## config.mk

```make
export PLATFORM = sky130hd
export DESIGN_NAME = tsf_beacon_sync
export DESIGN_NICKNAME = d
export VERILOG_FILES = /design/src/rtl/xpu_pkg.sv /design/src/rtl/tsf_beacon_sync.sv
export SDC_FILE = /design/constraint.sdc
export NUM_CORES = 1
export LEC_CHECK = 0
export BUFFER_PORTS_ARGS = -buffer_cell sky130_fd_sc_hd__clkbuf_2
export CAP_MARGIN = 20
export CORE_MARGIN = 4
export CORE_UTILIZATION = 58
export DETAILED_ROUTE_END_ITERATION = 10
export GPL_TIMING_DRIVEN = 0
export PLACE_DENSITY = 0.88
export SLEW_MARGIN = 20
export SYNTH_ARGS = -nofsm -noshare
export SYNTH_HDL_FRONTEND = slang
export SYNTH_SLANG_ARGS = --single-unit
```

## constraint.sdc

```tcl
create_clock -name clk -period 11.7 [get_ports clk]
set_input_delay 1.17 -clock clk [delete_from_list [all_inputs] [get_ports clk]]
set_output_delay 1.17 -clock clk [all_outputs]
set_load 0.05 [all_outputs]
```

## src/rtl/xpu_pkg.sv

```systemverilog
// Shared XPU definitions: timer widths, prescaler constants and the
// beacon-sync state encoding.
package xpu_pkg;

   localparam int unsigned COUNT_TOP_1M    = 99;
   localparam int unsigned TSF_TIMER_WIDTH = 64;

   localparam logic [2:0] ST_IDLE     = 3'd0;
   localparam logic [2:0] ST_COLLECT  = 3'd1;
   localparam logic [2:0] ST_WAIT_FCS = 3'd2;
   localparam logic [2:0] ST_COMPUTE  = 3'd3;
   localparam logic [2:0] ST_LOAD     = 3'd4;
   localparam logic [2:0] ST_RELEASE  = 3'd5;

endpackage

```

## src/rtl/tsf_beacon_sync.sv

```systemverilog
// Beacon TSF synchronisation: assembles the received timestamp, and on a good
// FCS loads the local timer when the remote time is ahead of the local one.
module tsf_beacon_sync
   import xpu_pkg::*;
#(
   parameter int unsigned TIMER_WIDTH = TSF_TIMER_WIDTH,
   parameter int unsigned LOAD_HOLD   = 4,
   parameter int unsigned FCS_TIMEOUT = 4096
) (
   input  logic                   clk,
   input  logic                   rst,
   input  logic                   enable,
   input  logic [TIMER_WIDTH-1:0] tsf_runtime_val,
   input  logic                   ts_start,
   input  logic                   ts_byte_valid,
   input  logic [7:0]             ts_byte,
   input  logic                   fcs_ok,
   input  logic                   fcs_bad,
   input  logic [15:0]            latency_comp,
   output logic                   tsf_load_control,
   output logic [TIMER_WIDTH-1:0] tsf_load_val,
   output logic                   sync_done,
   output logic [15:0]            sync_count,
   output logic                   busy
);

   localparam int unsigned TCW = $clog2(FCS_TIMEOUT + 1);
   localparam int unsigned HCW = $clog2(LOAD_HOLD + 1);
   localparam logic [TCW-1:0] TIMEOUT_LAST = TCW'(FCS_TIMEOUT - 1);
   localparam logic [HCW-1:0] HOLD_LAST    = HCW'(LOAD_HOLD - 1);

   logic [2:0]             state;
   logic [TIMER_WIDTH-1:0] tsf_cap;
   logic [63:0]            rx_ts;
   logic [TIMER_WIDTH-1:0] offset;
   logic [TIMER_WIDTH-1:0] load_val_q;
   logic [2:0]             byte_cnt;
   logic [TCW-1:0]         timeout_cnt;
   logic [HCW-1:0]         hold_cnt;
   logic                   load_ctrl_q;
   logic [15:0]            count_q;
   logic [TIMER_WIDTH-1:0] cand;
   logic [TIMER_WIDTH-1:0] release_val;

   assign cand        = TIMER_WIDTH'(rx_ts) + TIMER_WIDTH'(latency_comp);
   assign release_val = tsf_runtime_val + TIMER_WIDTH'(1) + offset;

   always_ff @(posedge clk) begin
      if (rst) begin
         state       <= ST_IDLE;
         tsf_cap     <= '0;
         rx_ts       <= '0;
         offset      <= '0;
         load_val_q  <= '0;
         byte_cnt    <= '0;
         timeout_cnt <= '0;
         hold_cnt    <= '0;
         load_ctrl_q <= 1'b0;
         count_q     <= '0;
      end else begin
         case (state)
            // A new ts_start restarts capture from any of the receive states.
            ST_IDLE, ST_COLLECT, ST_WAIT_FCS: begin
               if (!enable) begin
                  state <= ST_IDLE;
               end else if (ts_start) begin
                  tsf_cap     <= tsf_runtime_val;
                  timeout_cnt <= '0;
                  state       <= ST_COLLECT;
                  if (ts_byte_valid) begin
                     rx_ts[7:0] <= ts_byte;
                     byte_cnt   <= 3'd1;
                  end else begin
                     byte_cnt   <= '0;
                  end
               end else if (state == ST_COLLECT) begin
                  if (fcs_ok || fcs_bad) begin
                     state <= ST_IDLE;
                  end else if (ts_byte_valid) begin
                     rx_ts[{byte_cnt, 3'b000} +: 8] <= ts_byte;
                     byte_cnt <= byte_cnt + 3'd1;
                     if (byte_cnt == 3'd7) begin
                        timeout_cnt <= '0;
                        state       <= ST_WAIT_FCS;
                     end
                  end
               end else if (state == ST_WAIT_FCS) begin
                  if (fcs_ok) begin
                     state <= ST_COMPUTE;
                  end else if (fcs_bad || timeout_cnt == TIMEOUT_LAST) begin
                     state <= ST_IDLE;
                  end else begin
                     timeout_cnt <= timeout_cnt + 1'b1;
                  end
               end
            end
            ST_COMPUTE: begin
               if (!enable) begin
                  state <= ST_IDLE;
               end else if (cand > tsf_cap) begin
                  offset      <= cand - tsf_cap;
                  hold_cnt    <= '0;
                  load_ctrl_q <= 1'b1;
                  state       <= ST_LOAD;
               end else begin
                  state <= ST_IDLE;
               end
            end
            ST_LOAD: begin
               if (hold_cnt == HOLD_LAST) begin
                  load_ctrl_q <= 1'b0;
                  state       <= ST_RELEASE;
               end else begin
                  hold_cnt <= hold_cnt + 1'b1;
               end
            end
            ST_RELEASE: begin
               load_val_q <= release_val;
               count_q    <= count_q + 16'd1;
               state      <= ST_IDLE;
            end
            default: state <= ST_IDLE;
         endcase
      end
   end

   // The load value tracks the live timer during RELEASE, then freezes.
   assign tsf_load_val     = (state == ST_RELEASE) ? release_val : load_val_q;
   assign tsf_load_control = load_ctrl_q;
   assign sync_done        = (state == ST_RELEASE);
   assign sync_count       = count_q;
   assign busy             = (state != ST_IDLE);

endmodule

```

=== Word level (Yosys, flattened, before mapping) ===
Index checks and enable logic that the tools add are counted.

* Bits in registers: 295
* Output and inout port bits: 83
* Word-level logic and storage cells: 106

* Add/subtract/negate cells: 9
* Magnitude comparators: 1
* Equal/unequal tests: 22
* Shift-type cells: 2
* Mux-type cells: 41
* Bitwise operators: 2
* Reductions and logical operators: 18

{| class="wikitable"
|+ Operators by type and width
! kind !! count
|-
| $mux W13 || 8
|-
| $add A64 B1 Y64 const B || 1
|-
| $add A64 B16 Y64 || 1
|-
| $add A64 B64 Y64 || 1
|-
| $bwmux W64 || 1
|-
| $gt A64 B64 Y1 || 1
|-
| $mux W64 || 1
|-
| $shift A8 B8 Y64 const A || 1
|-
| $shiftx A8 B8 Y64 || 1
|-
| $sub A64 B64 Y64 || 1
|-
| $mux W3 || 19
|-
| $mux W8 || 5
|-
| $ne A6 B6 Y1 const B || 3
|-
| $add A16 B1 Y16 const B || 1
|-
| $reduce_and A5 Y1 || 3
|-
| $add A13 B1 Y13 const B || 1
|-
| $eq A13 B12 Y1 const B || 1
|-
| $ne A2 B2 Y1 const B || 5
|-
| $eq A3 B2 Y1 const B || 3
|-
| $eq A3 B3 Y1 const B || 3
|-
| $ne A3 B3 Y1 const B || 3
|-
| $pmux W3 S3 || 1
|-
| $neg A6 Y8 || 1
|-
| $reduce_and A4 Y1 || 2
|-
| other kinds (16) || 27
|}

=== Longest topological paths before layout ===
Gate-level depths: netlist of the first run.

* Depth after elaboration: 9
* Mapped depth: 27
* Mapped depth without buffers: 24

=== Worst setup path before layout of the first run ===
No wires, ideal clock.

* Path type: input to register
* Start point: input latency_comp[1]
* End point: register offset[52]
* Data arrival time: 6.097 ns
* Required time: 11.578 ns
* Path slack: 5.481 ns
* Stages on the path: 23
* Buffers on the path: 2
* Cell sequence: ha_1 a21o_1 a21oi_1 o21ai_1 a2111oi_0 nor4b_1 o21ai_1 a31oi_1 nand2_1 nor3_1 xor2_1 ha_1 clkbuf_1 a21o_1 a21oi_1 o21bai_1 a2111oi_0 o31ai_1 or4_1 and2_1 clkbuf_1 and4_1 a311o_1

* Longest elaborated chain between the ends: 3
* Elaborated cells between the ends (all ways): 4
* Classes of those cells: 2 x add/sub; 1 x order compare; 1 x reduce/logical

{| class="wikitable"
|+ Ends and longest elaborated chain
! item !! RTL line !! text
|-
| start, declared || tsf_beacon_sync.sv:19 || <nowiki>input logic [15:0] latency_comp,</nowiki>
|-
| $add A64 B16 Y64 * || tsf_beacon_sync.sv:45 || <nowiki>assign cand = TIMER_WIDTH'(rx_ts) + TIMER_WIDTH'(latency_comp);</nowiki>
|-
| $gt A64 B64 Y1 || tsf_beacon_sync.sv:100 || <nowiki>end else if (cand > tsf_cap) begin</nowiki>
|-
| $reduce_and A3 Y1 (no source line) || - ||
|-
| end signal, assigned || tsf_beacon_sync.sv:101 || <nowiki>offset <= cand - tsf_cap;</nowiki>
|-
| end, declared || tsf_beacon_sync.sv:35 || <nowiki>logic [TIMER_WIDTH-1:0] offset;</nowiki>
|}

Mark *: on every way between the ends. The rest lies on a longest branch, timed or not.
A chain may end at the register's enable or synchronous reset.

=== Final worst setup path of the first run ===
* Start point: input latency_comp[1]
* End point: register offset[36]

Same word-level chain as after synthesis.

==> results of run 1 <==
-- critical path: stages --
cell and delay [ns]:
clkbuf_2 0.09, ha_1 0.28, a21o_1 0.10, a21oi_1 0.09, o21ai_1 0.20, a2111oi_0 0.17
nor4b_1 0.73, o21ai_1 0.20, a31oi_1 0.84, clkbuf_1 0.48, nand3_1 0.17, xnor2_1 0.17
ha_1 0.27, clkbuf_1 0.26, and3_1 0.20, clkbuf_1 0.28, a31oi_1 0.15, o31ai_1 0.37
nor2_1 0.07, nor4_1 0.34, and2_1 0.19, clkbuf_1 0.43, clkbuf_1 0.62, o2111ai_1 0.34
a21oi_1 0.21
-- per-layer routing --
layer | share of wire, % | global-route usage [%] | wire length [µm] | vias up
li1 | - | - | - | 10400
met2 | 43 | 55.7 | 31300 | 1086
met3 | 9.6 | 7.01 | 6940 | 168
met5 | 0 | 0 | 0 | -
met1 | 43 | 49.2 | 31200 | 10100
met4 | 4.3 | 13.3 | 3120 | 0
-- worst min path at each step --
stage | endpoint | slack, ns | cells after the start | startpoint
after CTS | tsf_cap[12] | 0.46 | 2 | tsf_cap[12]
after detailed placement | tsf_cap[2] | 0.45 | 2 | tsf_cap[2]
after global placement | tsf_cap[4] | 0.44 | 2 | tsf_cap[4]
after floorplan | offset[3] | 0.44 | 2 | offset[3]
after global routing | tsf_cap[55] | 0.47 | 2 | tsf_cap[55]
final | tsf_cap[12] | 0.46 | 2 | tsf_cap[12]
-- state kept, by name, summed over array words and instances, names as in the netlist --
signal and cells:
load_val_q 64, offset 64, rx_ts 64, tsf_cap 64, sync_count 16, timeout_cnt 13, byte_cnt 3, hold_cnt 3
state 3, tsf_load_control 1
-- stage by stage --
| step | cell area, µm² | power [µW] | cells | setup slack, ns |
|---|---|---|---|---|
| 3_5_place_dp | 22100 | 1410 | 3491 | 3.48 |
| 2_1_floorplan | 20700 | 1290 | 2860 | 5.48 |
| 4_1_cts | 23100 | 2390 | 3547 | 3.99 |
| 3_3_place_gp | 22100 | 1400 | 3491 | 3.59 |
| 6_report | 23100 | 2400 | 3549 | 3.78 |
| 5_1_grt | 23100 | 2470 | 3548 | 3.41 |
-- final cells by class --
cell class | instances | area share (%)
antenna | 2 | 0.0216
clock inverter | 18 | 0.784
buffer | 151 | 2.51
sequential | 295 | 25.5
clock buffer | 38 | 3.64
inverter | 124 | 2.01
tap | 455 | 2.46
timing repair buffer | 176 | 3.81
multi-input combinational | 2290 | 59.2
-- cell usage in the layout, fill, tap and decap left out, types with 26 or more instances in the layout --
| cell | synthesis | layout |
|---|---|---|
| o21ai_0 | 95 | 95 |
| ha_1 | 154 | 154 |
| nor2_1 | 255 | 255 |
| xor2_1 | 59 | 59 |
| nand3_1 | 95 | 95 |
| o21bai_1 | 26 | 26 |
| clkbuf_16 | 0 | 31 |
| nand4_1 | 71 | 71 |
| nor3_1 | 44 | 44 |
| clkbuf_2 | 0 | 177 |
| and2_1 | 50 | 50 |
| nand2_1 | 511 | 511 |
| a21oi_1 | 379 | 379 |
| and3_1 | 37 | 37 |
| inv_1 | 123 | 123 |
| xnor2_1 | 114 | 114 |
| a21o_1 | 65 | 65 |
| clkbuf_1 | 137 | 139 |
| dfxtp_1 | 295 | 295 |
-- power groups by stage --
stage                     combinational [µW]  sequential, µW  clock, µW
after floorplan                          245            1040          0
after global placement                   358            1050          0
after detailed placement                 363            1050          0
after CTS                                366            1020       1000
after global routing                     409            1030       1040
final                                    379            1030        999
-- cells by family (layout without fill, tap and decap cells) --
group,after synthesis,after routing
adder cells (fa/ha/maj),157,157
flip-flops,295,295
buffers and inverters,275,507
XOR/XNOR,173,173
AND/OR/NAND/NOR,1170,1170
other,0,2
AO/OA/AOI/OAI,761,761
multiplexers,29,29
==> out/metrics.cfg, run 1 <==
[power_and_ir_drop]
internal_power_uw=1700
peakVddDrop_mv=0.124
power.switching_uw=702
swShare_pct=29.2
p_seq_share_pct=42.7
clkPwrFrac_pct=41.6
powerDensity_nw_per_um2=104
combPwrFrac_pct=15.8
p_leak_uw=0.00987

[sta]
worst_pin_slew_ns=1.27
hold_viol=0
fmax_mhz=126
fin_crit_sh_pct=67.7
relSlewSlack_pct=15.1
fin_crit_ns=7.92
slew_viol_final=0
grt_setup_unrepaired=false
setup_viol=0
tns_ns=0
clock_skew_ns=0.0191
hold_slack_ns=0.459

[synthesis]
yosys.area_share.xor_xnor_pct=7.33
synth_top_cells_by_count=nand2_1 (511), a21oi_1 (379), dfxtp_1 (295)
ys_seq_area_share_pct=28.6
synthAdderAreaFrac_pct=9.62
ys_ff_latch=295
synthMuxAreaShare_pct=1.50
synth_top_cell_by_area=dfxtp_1
synth_top_area_share_pct=28.6
syn-mean-instance-area_um2=7.22
post_synth_and_or_nand_nor_area_fraction_pct=25.7
synth_nets=3112
synth_compound_area_share_pct=22.2
synth-edff-count=0
ys_types=84
ys.flop_type=dfxtp_1
postSynthCellCount=2860
async_flop_share_pct=0
ys_warn_count=0
synth_top_family_by_area=simple AND/OR/NAND/NOR gates
synth_area_leaders=dfxtp_1 (29%), ha_1 (9.3%), nand2_1 (9.3%), a21oi_1 (9.2%), xnor2_1 (4.8%)
synth.most_common_cell=nand2_1
netlist_area_um2=20700

[floorplan]
placementRows=68
start_util_pct=59.4
die_w_um=197
core_um2=34800
ioPinCount=178
die_h_um=197
die_area_um2=38700

[critical_path]
startpoint_type=input pin
cp-end-kind=flop
timing.rr.start=rx_ts[1]
path_class=input pin to flop
r2r_cells=24
r2r_setup_slack_ns=4.09
cp.required_ns=12.23
crit_start=latency_comp[1]
critical_path.max_fanout=10
crit_arrival_ns=8.44
crit_end=offset[36]
reg2reg_to=offset[36]

[finish]
multi_input_area_um2=13700
area_growth_pct=12.0
final-seq-area_um2=5910
nFillCells=3019
fin_nets=3321
drive_gt1_share_pct=8.70
final_util_pct=66.5

[clock_tree]
cts-hold-fix-buffers=0
cts_root_buf=clkbuf_16
clock_latency_ns=0.60
clk_path_buf_depth=3
cts_inserted_buffers=31
clkSinkCount=295
cts_setup_buffers=0
cts_resized=0
tritoncts=yes
h-tree-depth=1
clkTransAtPathRegs_ns=0.07

[global_route]
grt_overflow_total=0
grt_pass1_wl_um=111000
grt_max_degree=17
grt_antenna_before_repair=1
grt_usage_pct=35.7
grt_pass1_vias=20200

[detailed_routing]
vias=21800
ant_nets=0
dr.pass1.iters=6
post_drt_wl_per_cell_um=20.5
drc=0
wirelength_um=72600
routed_via_density=6.14
detail_route.iter0.violations=2119

[placed_design]
io_buffer_count=176
dp_hpwl_um=58800
gp_congestion=1.05

[status]
status=finished clean

[run]
timing.max_cap.violations=0

[worst_hold_path]
hp-class=flop to flop

(Power assumes the default switching activity.)
==> run 2, diff against run 1 <==
- CORE_UTILIZATION: 58 -> 55
- PLACE_DENSITY: 0.88 -> 0.87
- clock period: 11.7 -> 7.1 ns (I/O delays scaled with it)
==> run 2 against run 1 <==
  * Total power is 72% higher
  * Clock skew is 0.0054 ns higher
  * Hold slack got worse by 0.096 ns
  * Combinational power grew 64%
  * Global-route usage decreased by 2.0 points
  * Die area grew 5.2%
  * Via count rose by 0.95%
  * Non-clock buffer count is 1 lower
  * Sequential share of layout area is 0.21 points lower
  * Utilization shrank 3.2 points
  * First-iteration DRC count grew 25%
  * Critical endpoint is now offset[45]
==> out/metrics.cfg, run 2 (same netlist as run 1, synthesis figures left out) <==
[placed_design]
post_dp_cell_area_um2=22200  ; was 22100 µm²
dp_hpwl_um=58700  ; was 58800 µm
io_buffer_count=176  ; unchanged
gp_congestion=0.998  ; was 1.05
dp.cells=3540  ; was 3491

[detailed_routing]
dr.pass1.iters=6  ; unchanged
wirelength_um=72900  ; was 72600 µm
ant_nets=0  ; unchanged
vias=22000  ; was 21800
post_drt_wl_per_cell_um=20.3  ; was 20.5 µm
detail_route.iter0.violations=2648  ; was 2119
routed_via_density=6.11  ; was 6.14
drc=0  ; unchanged

[sta]
clock_skew_ns=0.0245  ; was 0.0191 ns
slew_viol_final=0  ; unchanged
grt_setup_unrepaired=false  ; unchanged
fin_crit_ns=6.69
worst_pin_slew_ns=1.06  ; was 1.27 ns
hold_viol=0  ; unchanged
setup_viol=0  ; unchanged
relSlewSlack_pct=29.6  ; was 15.1%
fmax_mhz=150
hold_slack_ns=0.362  ; was 0.459 ns
fin_crit_sh_pct=94.2

[critical_path]
path_buf_inv=6  ; unchanged
crit_slowest_cell=nor4_1  ; was a31oi_1
startpoint_type=flop  ; was input pin
cpPeakStageDelay_ns=0.66  ; was 0.84 ns
cp.required_ns=7.62  ; was 12.23 ns
critPathTopFamily=simple AND/OR/NAND/NOR gates  ; was compound AO/OA/AOI/OAI gates
critical_path.max_fanout=10  ; unchanged
crit_arrival_ns=7.21  ; was 8.44 ns
path_class=flop to flop  ; was input pin to flop
cp-end-kind=flop  ; unchanged

[floorplan]
core_um2=36900  ; was 34800 µm²
die_h_um=202  ; was 197 µm
start_util_pct=56.0  ; was 59.4%
die_area_um2=40700  ; was 38700 µm²
die_w_um=202  ; was 197 µm
placementRows=70  ; was 68
ioPinCount=178  ; unchanged

[finish]
fin_nets=3320  ; was 3321
area_growth_pct=12.9  ; was 12.0%
fin_cells=3597  ; was 3549
multi_input_area_um2=13700  ; about the same
final-seq-area_um2=5910  ; unchanged
layout_common_cells=nand2_1 (510), a21oi_1 (379), dfxtp_1 (295)  ; was nand2_1 (511), a21oi_1 (379), dfxtp_1 (295)
layout_commonest_cell=nand2_1  ; unchanged
nFillCells=3331  ; was 3019
drive_gt1_share_pct=8.93  ; was 8.70%
final_area_um2=23300  ; was 23100 µm²

[run]
timing.max_cap.violations=0  ; unchanged

[clock_tree]
clkTransAtPathRegs_ns=0.06  ; was 0.07 ns
h-tree-depth=1  ; unchanged
cts-hold-fix-buffers=0  ; unchanged
clock_latency_ns=0.60  ; about the same
cts_root_buf=clkbuf_16  ; unchanged
cts_setup_buffers=0  ; unchanged
clkSinkCount=295  ; unchanged
clk_path_buf_depth=3  ; unchanged
cts_inserted_buffers=31  ; unchanged
tritoncts=yes  ; unchanged

[worst_hold_path]
hp-class=input pin to flop  ; was flop to flop

[global_route]
grt_pass1_vias=20300  ; was 20200
grt_antenna_before_repair=4  ; was 1
grt_max_degree=17  ; unchanged
grt_overflow_total=0  ; unchanged
grt_pass1_wl_um=112000  ; was 111000 µm
grt_usage_pct=33.7  ; was 35.7%

[power_and_ir_drop]
powerDensity_nw_per_um2=177  ; was 104 nW/µm²
peakVddDrop_mv=0.199  ; was 0.124 mV
p_leak_uw=0.00993  ; was 0.00987 µW

[status]
status=finished clean  ; unchanged

[run 2: worst paths after layout]
path,startpoint,slack (ns),end,cells past startpoint
setup / recovery,rx_ts[0],0.41,offset[45],27
hold / removal,tsf_runtime_val[57],0.36,tsf_cap[57],3
setup reg to reg,rx_ts[0],0.41,offset[45],27
hold reg to reg,offset[38],0.46,offset[38],2
[run 2: repair_timing]
item,in CTS,in global routing
resized for setup,3,10
setup endpoints to repair,15,69
hold endpoints to repair,0,0
[run 2: power breakdown]
group	total (µW)	internal [µW]	switching [µW]
clock network	1820	1090	722
logic	623	203	420
registers	1690	1680	14.1
[run 2: tightest hold or removal path, cell delays in order]
cell	delay, ns
clkbuf_2	0.10
nand2_1	0.05
a21oi_1	0.05
[run 2: layer usage]
layer	GRT usage, %	up-vias	share of wire [%]
met4	12.7	0	4.0
li1	-	10500	-
met2	53.6	1132	44
met3	4.09	156	9.0
met1	47.2	10200	43
met5	0	-	0
[run 2: metrics by stage]
step | worst slack (ns) | setup TNS [ns] | utilization [%] | power, µW
floorplan | 1.34 | 0 | - | 2120
global placement | -0.590 | -14.33 | 60.1 | 2310
detailed placement | -0.739 | -24.36 | 60.1 | 2320
CTS | 0.107 | 0 | 63.2 | 4110
global route | 0.0165 | 0 | 63.2 | 4240
finish | 0.414 | 0 | 63.3 | 4130
[run 2: cell type report]
type                            count  area share [%]
Timing Repair Buffer              176            3.78
Antenna cell                        4          0.0429
Buffer                            150            2.50
Multi-Input combinational cell   2290            58.9
Inverter                          124            2.00
Tap cell                          504            2.70
Sequential cell                   295            25.3
Clock buffer                       38            3.61
Clock inverter                     16            1.19
